[src/rtl/timer_arbiter_if.sv]
// timer_arbiter_if: request/grant bundle shared by requesters (master) and the arbiter (slave)
//   req[3:0]        requester i wants or holds the countdown
//   req_value[19:0] 5-bit load value per requester at [5i+4:5i]
//   tick            decrement enable
//   grant[3:0]      one-hot owner, registered
//   done[3:0]       one-cycle expiry pulse to the owner
//   busy            countdown in use (RUN or DONE)
//   count[4:0]      current countdown value
interface timer_arbiter_if;
    logic [3:0]  req;
    logic [19:0] req_value;
    logic        tick;
    logic [3:0]  grant;
    logic [3:0]  done;
    logic        busy;
    logic [4:0]  count;
    modport master (output req, req_value, tick, input grant, done, busy, count);
    modport slave  (input req, req_value, tick, output grant, done, busy, count);
endinterface

[src/rtl/timer_arbiter.sv]
// timer_arbiter: round-robin arbiter granting one shared 5-bit countdown to four requesters
//   clk    rising-edge clock
//   reset  synchronous active-high reset
//   bus    timer_arbiter_if.slave (req/req_value/tick in, grant/done/busy/count out)
module timer_arbiter (
    input logic          clk,
    input logic          reset,
    timer_arbiter_if.slave bus
);
    typedef enum logic [1:0] {IDLE, RUN, DONE} state_t;
    state_t     state, state_n;
    logic [1:0] owner, owner_n, ptr, ptr_n, win;
    logic [4:0] count_q, count_n, win_value;
    logic [3:0] grant_q, grant_n, done_q, done_n;
    // Scan downward so the last hit is the one closest to ptr.
    always_comb begin
        win = ptr;
        for (int k = 3; k >= 0; k--)
            if (bus.req[ptr + 2'(k)]) win = ptr + 2'(k);
        win_value = bus.req_value[5*win +: 5];
    end
    always_comb begin
        state_n = state;
        owner_n = owner;
        ptr_n   = ptr;
        count_n = count_q;
        grant_n = grant_q;
        done_n  = '0;
        case (state)
            IDLE: begin
                grant_n = '0;
                if (|bus.req) begin
                    owner_n = win;
                    count_n = win_value;
                    grant_n = 4'b1 << win;
                    state_n = (win_value != 5'd0) ? RUN : DONE;
                    done_n  = (win_value != 5'd0) ? 4'b0 : 4'b1 << win;
                end
            end
            RUN: begin
                // Losing the owner's request wins over any same-cycle tick or expiry.
                if (!bus.req[owner]) begin
                    state_n = IDLE;
                    grant_n = '0;
                    count_n = '0;
                    ptr_n   = owner + 2'd1;
                end else if (bus.tick) begin
                    count_n = (count_q > 5'd1) ? count_q - 5'd1 : 5'd0;
                    state_n = (count_q > 5'd1) ? RUN : DONE;
                    done_n  = (count_q > 5'd1) ? 4'b0 : grant_q;
                end
            end
            DONE: begin
                state_n = IDLE;
                grant_n = '0;
                ptr_n   = owner + 2'd1;
            end
            default: state_n = IDLE;
        endcase
    end
    always_ff @(posedge clk) begin
        if (reset) begin
            state   <= IDLE;
            owner   <= '0;
            ptr     <= '0;
            count_q <= '0;
            grant_q <= '0;
            done_q  <= '0;
        end else begin
            state   <= state_n;
            owner   <= owner_n;
            ptr     <= ptr_n;
            count_q <= count_n;
            grant_q <= grant_n;
            done_q  <= done_n;
        end
    end
    assign bus.grant = grant_q;
    assign bus.done  = done_q;
    assign bus.count = count_q;
    assign bus.busy  = (state != IDLE);
endmodule

[src/flat_wrapper.sv]
// flat-port wrapper written by rule: the top's interface ports become plain ports
module timer_arbiter_flat 
  (clk, reset, bus_req, bus_req_value, bus_tick, bus_grant, bus_done, bus_busy, bus_count);
  timer_arbiter_if bus_i ();
  input logic clk;
  input logic reset;
  input wire logic [$bits(bus_i.req)-1:0] bus_req;
  input wire logic [$bits(bus_i.req_value)-1:0] bus_req_value;
  input wire logic [$bits(bus_i.tick)-1:0] bus_tick;
  output wire logic [$bits(bus_i.grant)-1:0] bus_grant;
  output wire logic [$bits(bus_i.done)-1:0] bus_done;
  output wire logic [$bits(bus_i.busy)-1:0] bus_busy;
  output wire logic [$bits(bus_i.count)-1:0] bus_count;
  assign bus_i.req = bus_req;
  assign bus_i.req_value = bus_req_value;
  assign bus_i.tick = bus_tick;
  assign bus_grant = bus_i.grant;
  assign bus_done = bus_i.done;
  assign bus_busy = bus_i.busy;
  assign bus_count = bus_i.count;
  timer_arbiter u_core (.clk(clk), .reset(reset), .bus(bus_i));
endmodule
[config.mk]
export PLATFORM = sky130hd
export DESIGN_NAME = timer_arbiter_flat
export DESIGN_NICKNAME = d
export VERILOG_FILES = /design/src/rtl/timer_arbiter_if.sv /design/src/rtl/timer_arbiter.sv /design/src/flat_wrapper.sv
export SDC_FILE = /design/constraint.sdc
export NUM_CORES = 1
export LEC_CHECK = 0
export ABC_AREA = 1
export CORE_ASPECT_RATIO = 1.25
export CORE_UTILIZATION = 43
export DETAILED_ROUTE_END_ITERATION = 10
export PLACE_DENSITY = 0.87
export SLEW_MARGIN = 20
export SYNTH_ARGS = -nofsm -noshare
export SYNTH_HDL_FRONTEND = slang
export SYNTH_SLANG_ARGS = --single-unit
[constraint.sdc]
create_clock -name clk -period 1.8 [get_ports clk]
set_input_delay 0.36 -clock clk [delete_from_list [all_inputs] [get_ports clk]]
set_output_delay 0.36 -clock clk [all_outputs]
set_load 0.02 [all_outputs]
==> summary.txt <==
Yosys
  • Avg Cell Area, Syn: 6.23 sq um
  • Post-synthesis compound-gate area fraction: 0.143
  • Mapped Cells: 230
  • Mux cell area share after synthesis: 0
  • Main combinational cell family by area after synthesis: simple AND/OR/NAND/NOR gates
  • Synth Net Count: 262
  • Mapped cell area: 1430 sq um
  • Yosys reg bits: 19
  • Post-synthesis adder-cell area fraction: 0.0437
  • Cell variety after synth: 26
  • Simple-Gate Fraction of Synth Area: 0.434
  • YS warnings: 0
  • Seq/Total Area, Yosys: 0.266
  • XOR/XNOR Fraction of Synth Area: 0.0245

Route
  • WL per Instance: 15.4 microns
  • Final ANT Viol Nets: 0
  • Drt via density: 5.52
  • Wirelength, routed: 5350 microns
  • 1st-pass router iterations: 7
  • Post-route DRC: 0
  • DR iter-0 viols: 60
  • Via count: 1,920

Global route
  • Global-route wire length before repair: 7530 microns
  • GRT Util Overall: 0.287
  • Total gr overflow: 0
  • Largest net degree at the start of global routing: 13
  • Initial antenna violation count: 0
  • Vias in the first global route: 1,794

Floorplanning
  • IO Pins: 41
  • Initial Util: 0.448
  • Chip height: 66.5 microns
  • FP Rows: 23
  • Die ar.: 3570 sq um
  • Die W: 53.6 microns
  • Core area: 3190 sq um

STA
  • Fmax: 453 MHz
  • Clk_skew: 0.00594 ns
  • Worst-Margin Slew: 0.466 ns
  • Min cycle time layout: 2.21 ns
  • Hold WS: 0.507 ns
  • Final WS setup: -0.407 ns
  • Final Setup Violations: 15
  • Hold Vio Cnt, Final: 0
  • Unrepaired setup endpoints after global routing: yes
  • Slew headroom: 0.686
  • Final Max Tran Viols: 0
  • Final period util: 1.23

Clock network
  • CTS tree: built
  • Clock buffer depth: 2
  • Number of CTS-inserted buffers: 3
  • CTS Hold Bufs: 0
  • Worst-path clk slew: 0.08 ns
  • Clock latency on the worst-skew pair: 0.28 ns
  • CTS H-tree lvls: 1
  • CTS Root Cell: clkbuf_8
  • Clk sinks: 19

Finish
  • Reg area: 383 sq um
  • Commonest non-fill, non-tap cell in the layout: nand2_1
  • P&R area growth vs syn: 73.6%
  • Footprint of the multi-input gates: 1160 sq um
  • Commonest cells after routing, fill and taps aside: nand2_1 (66), clkdlybuf4s50_1 (35), buf_4 (34), nand2_2 (25), dfxtp_1 (17)
  • Share of cells above drive strength 1: 0.383
  • Diode count: 0
  • Fillers: 205
  • Final #Nets: 344
  • Final core utilization: 0.779

Pwr
  • Peak supply drop: 0.00160 V
  • Pwr Density: 2070 nW/um^2
  • P_leak: 1.14 nW

Status
  • Status: finished with violations
  • Failing checks: setup timing

Setup path
  • Crit Path Max Fanout: 7
  • Worst setup EP type: register
  • CP required: 2.02 ns
  • Arrival time worst endpoint: 2.42 ns
  • CP Launch Type: register
  • CP Class: register to register

Place
  • Port Buffers: 40
  • Post-DP HPWL: 3130 microns
  • GP Congestion: 0.887

Worst hold path
  • Hold Crit Class: register to register

Run
  • Max-Cap Viols: 0
[state kept, by name, indices dropped and copies added (netlist names)]
| signal | cells |
|---|---|
| u_core.bus.grant | 4 |
| u_core.state | 2 |
| u_core.bus.done | 4 |
| u_core.owner | 2 |
| u_core.ptr | 2 |
| u_core.bus.count | 5 |
[cells in the mapped netlist]
cell	count	area, sq um
xor2_1	3	26.3
clkbuf_1	2	7.51
xnor2_1	1	8.76
nor3_1	5	25.0
nand4_2	1	12.5
nor2_1	7	26.3
a21oi_1	14	70.1
o21ai_0	14	70.1
nor4_1	2	12.5
a21oi_2	2	17.5
or2_2	2	12.5
a31oi_1	5	31.3
buf_6	2	22.5
ha_1	5	62.6
inv_1	17	63.8
nand3_4	1	17.5
inv_8	1	11.3
o211ai_1	1	7.51
nand2_4	4	45.0
dfxtp_1	19	380
nand2_2	4	25.0
nand3_1	19	95.1
inv_2	6	22.5
nor2_2	2	12.5
o21ai_2	1	8.76
nand2_1	90	338
[power breakdown]
part           switching [W]  internal [W]  leakage [nW]
combinational        0.00228       0.00182         0.958
sequential          0.000141      0.000566         0.157
clock               0.000167      0.000155        0.0255
total                0.00259       0.00255          1.14
[per-stage QoR]
step | power, W | instance area (sq um) | std cells | TNS (ns) | worst slack (ns)
2_1_floorplan | 0.00252 | 1430 | 230 | -0.634 | -0.110
3_3_place_gp | 0.00358 | 2100 | 333 | -8.70 | -0.673
3_5_place_dp | 0.00364 | 2100 | 333 | -10.34 | -0.781
4_1_cts | 0.00448 | 2320 | 341 | -1.68 | -0.262
5_1_grt | 0.00547 | 2490 | 348 | -4.82 | -0.513
6_report | 0.00514 | 2490 | 348 | -3.17 | -0.407
[repair_timing]
item	4_1_cts	5_1_grt
buffers inserted	4	9
gates resized for setup	45	37
pin swaps	22	17
setup endpoints to repair	17	16
[logic make-up (layout without fill, tap and decap cells)]
family                   count (synthesis)  in the layout
AO/OA/AOI/OAI                           37             37
XOR/XNOR                                 4              4
adder cells (fa/ha/maj)                  5              5
buffers and inverters                   28            109
flip-flops                              19             19
AND/OR/NAND/NOR                        137            137
[path summary, 6_finish.rpt]
path         slack, ns                 from  depth (start not counted)            endpoint
min reg2reg       0.51  u_core.bus.grant[2]                          2  u_core.bus.done[2]
min               0.51  u_core.bus.grant[2]                          2  u_core.bus.done[2]
max              -0.41        u_core.ptr[0]                         19     u_core.state[1]
max reg2reg      -0.41        u_core.ptr[0]                         19     u_core.state[1]
[layout make-up]
class,count,share of cell area
multi-input combinational,183,0.468
timing repair buffer,81,0.300
sequential,19,0.154
inverter,24,0.0412
tap,37,0.0186
clock buffer,3,0.0166
clock inverter,1,0.00201
[critical path, stage by stage (launching register included)]
cell and delay, ns:
dfxtp_2 0.34, buf_6 0.12, inv_8 0.07, nand2_2 0.05, nand2_2 0.08, nand2_2 0.06, nand2_2 0.07, nand2_2 0.06
nand2_4 0.08, nand3_4 0.13, buf_12 0.17, nand3_2 0.07, nand2_1 0.06, nand2_1 0.10, nand2_2 0.09, nor2_4 0.14
nand4_2 0.13, nand2_1 0.13, nand2_1 0.08, a21oi_2 0.11
[per-layer routing]
layer / global-route usage / share of wire
met1: 0.298 / 0.37
met2: 0.527 / 0.54
met3: 0.0479 / 0.049
met4: 0.151 / 0.038
met5: 0 / 0
No activity file was read; power rests on OpenSTA's default activity.
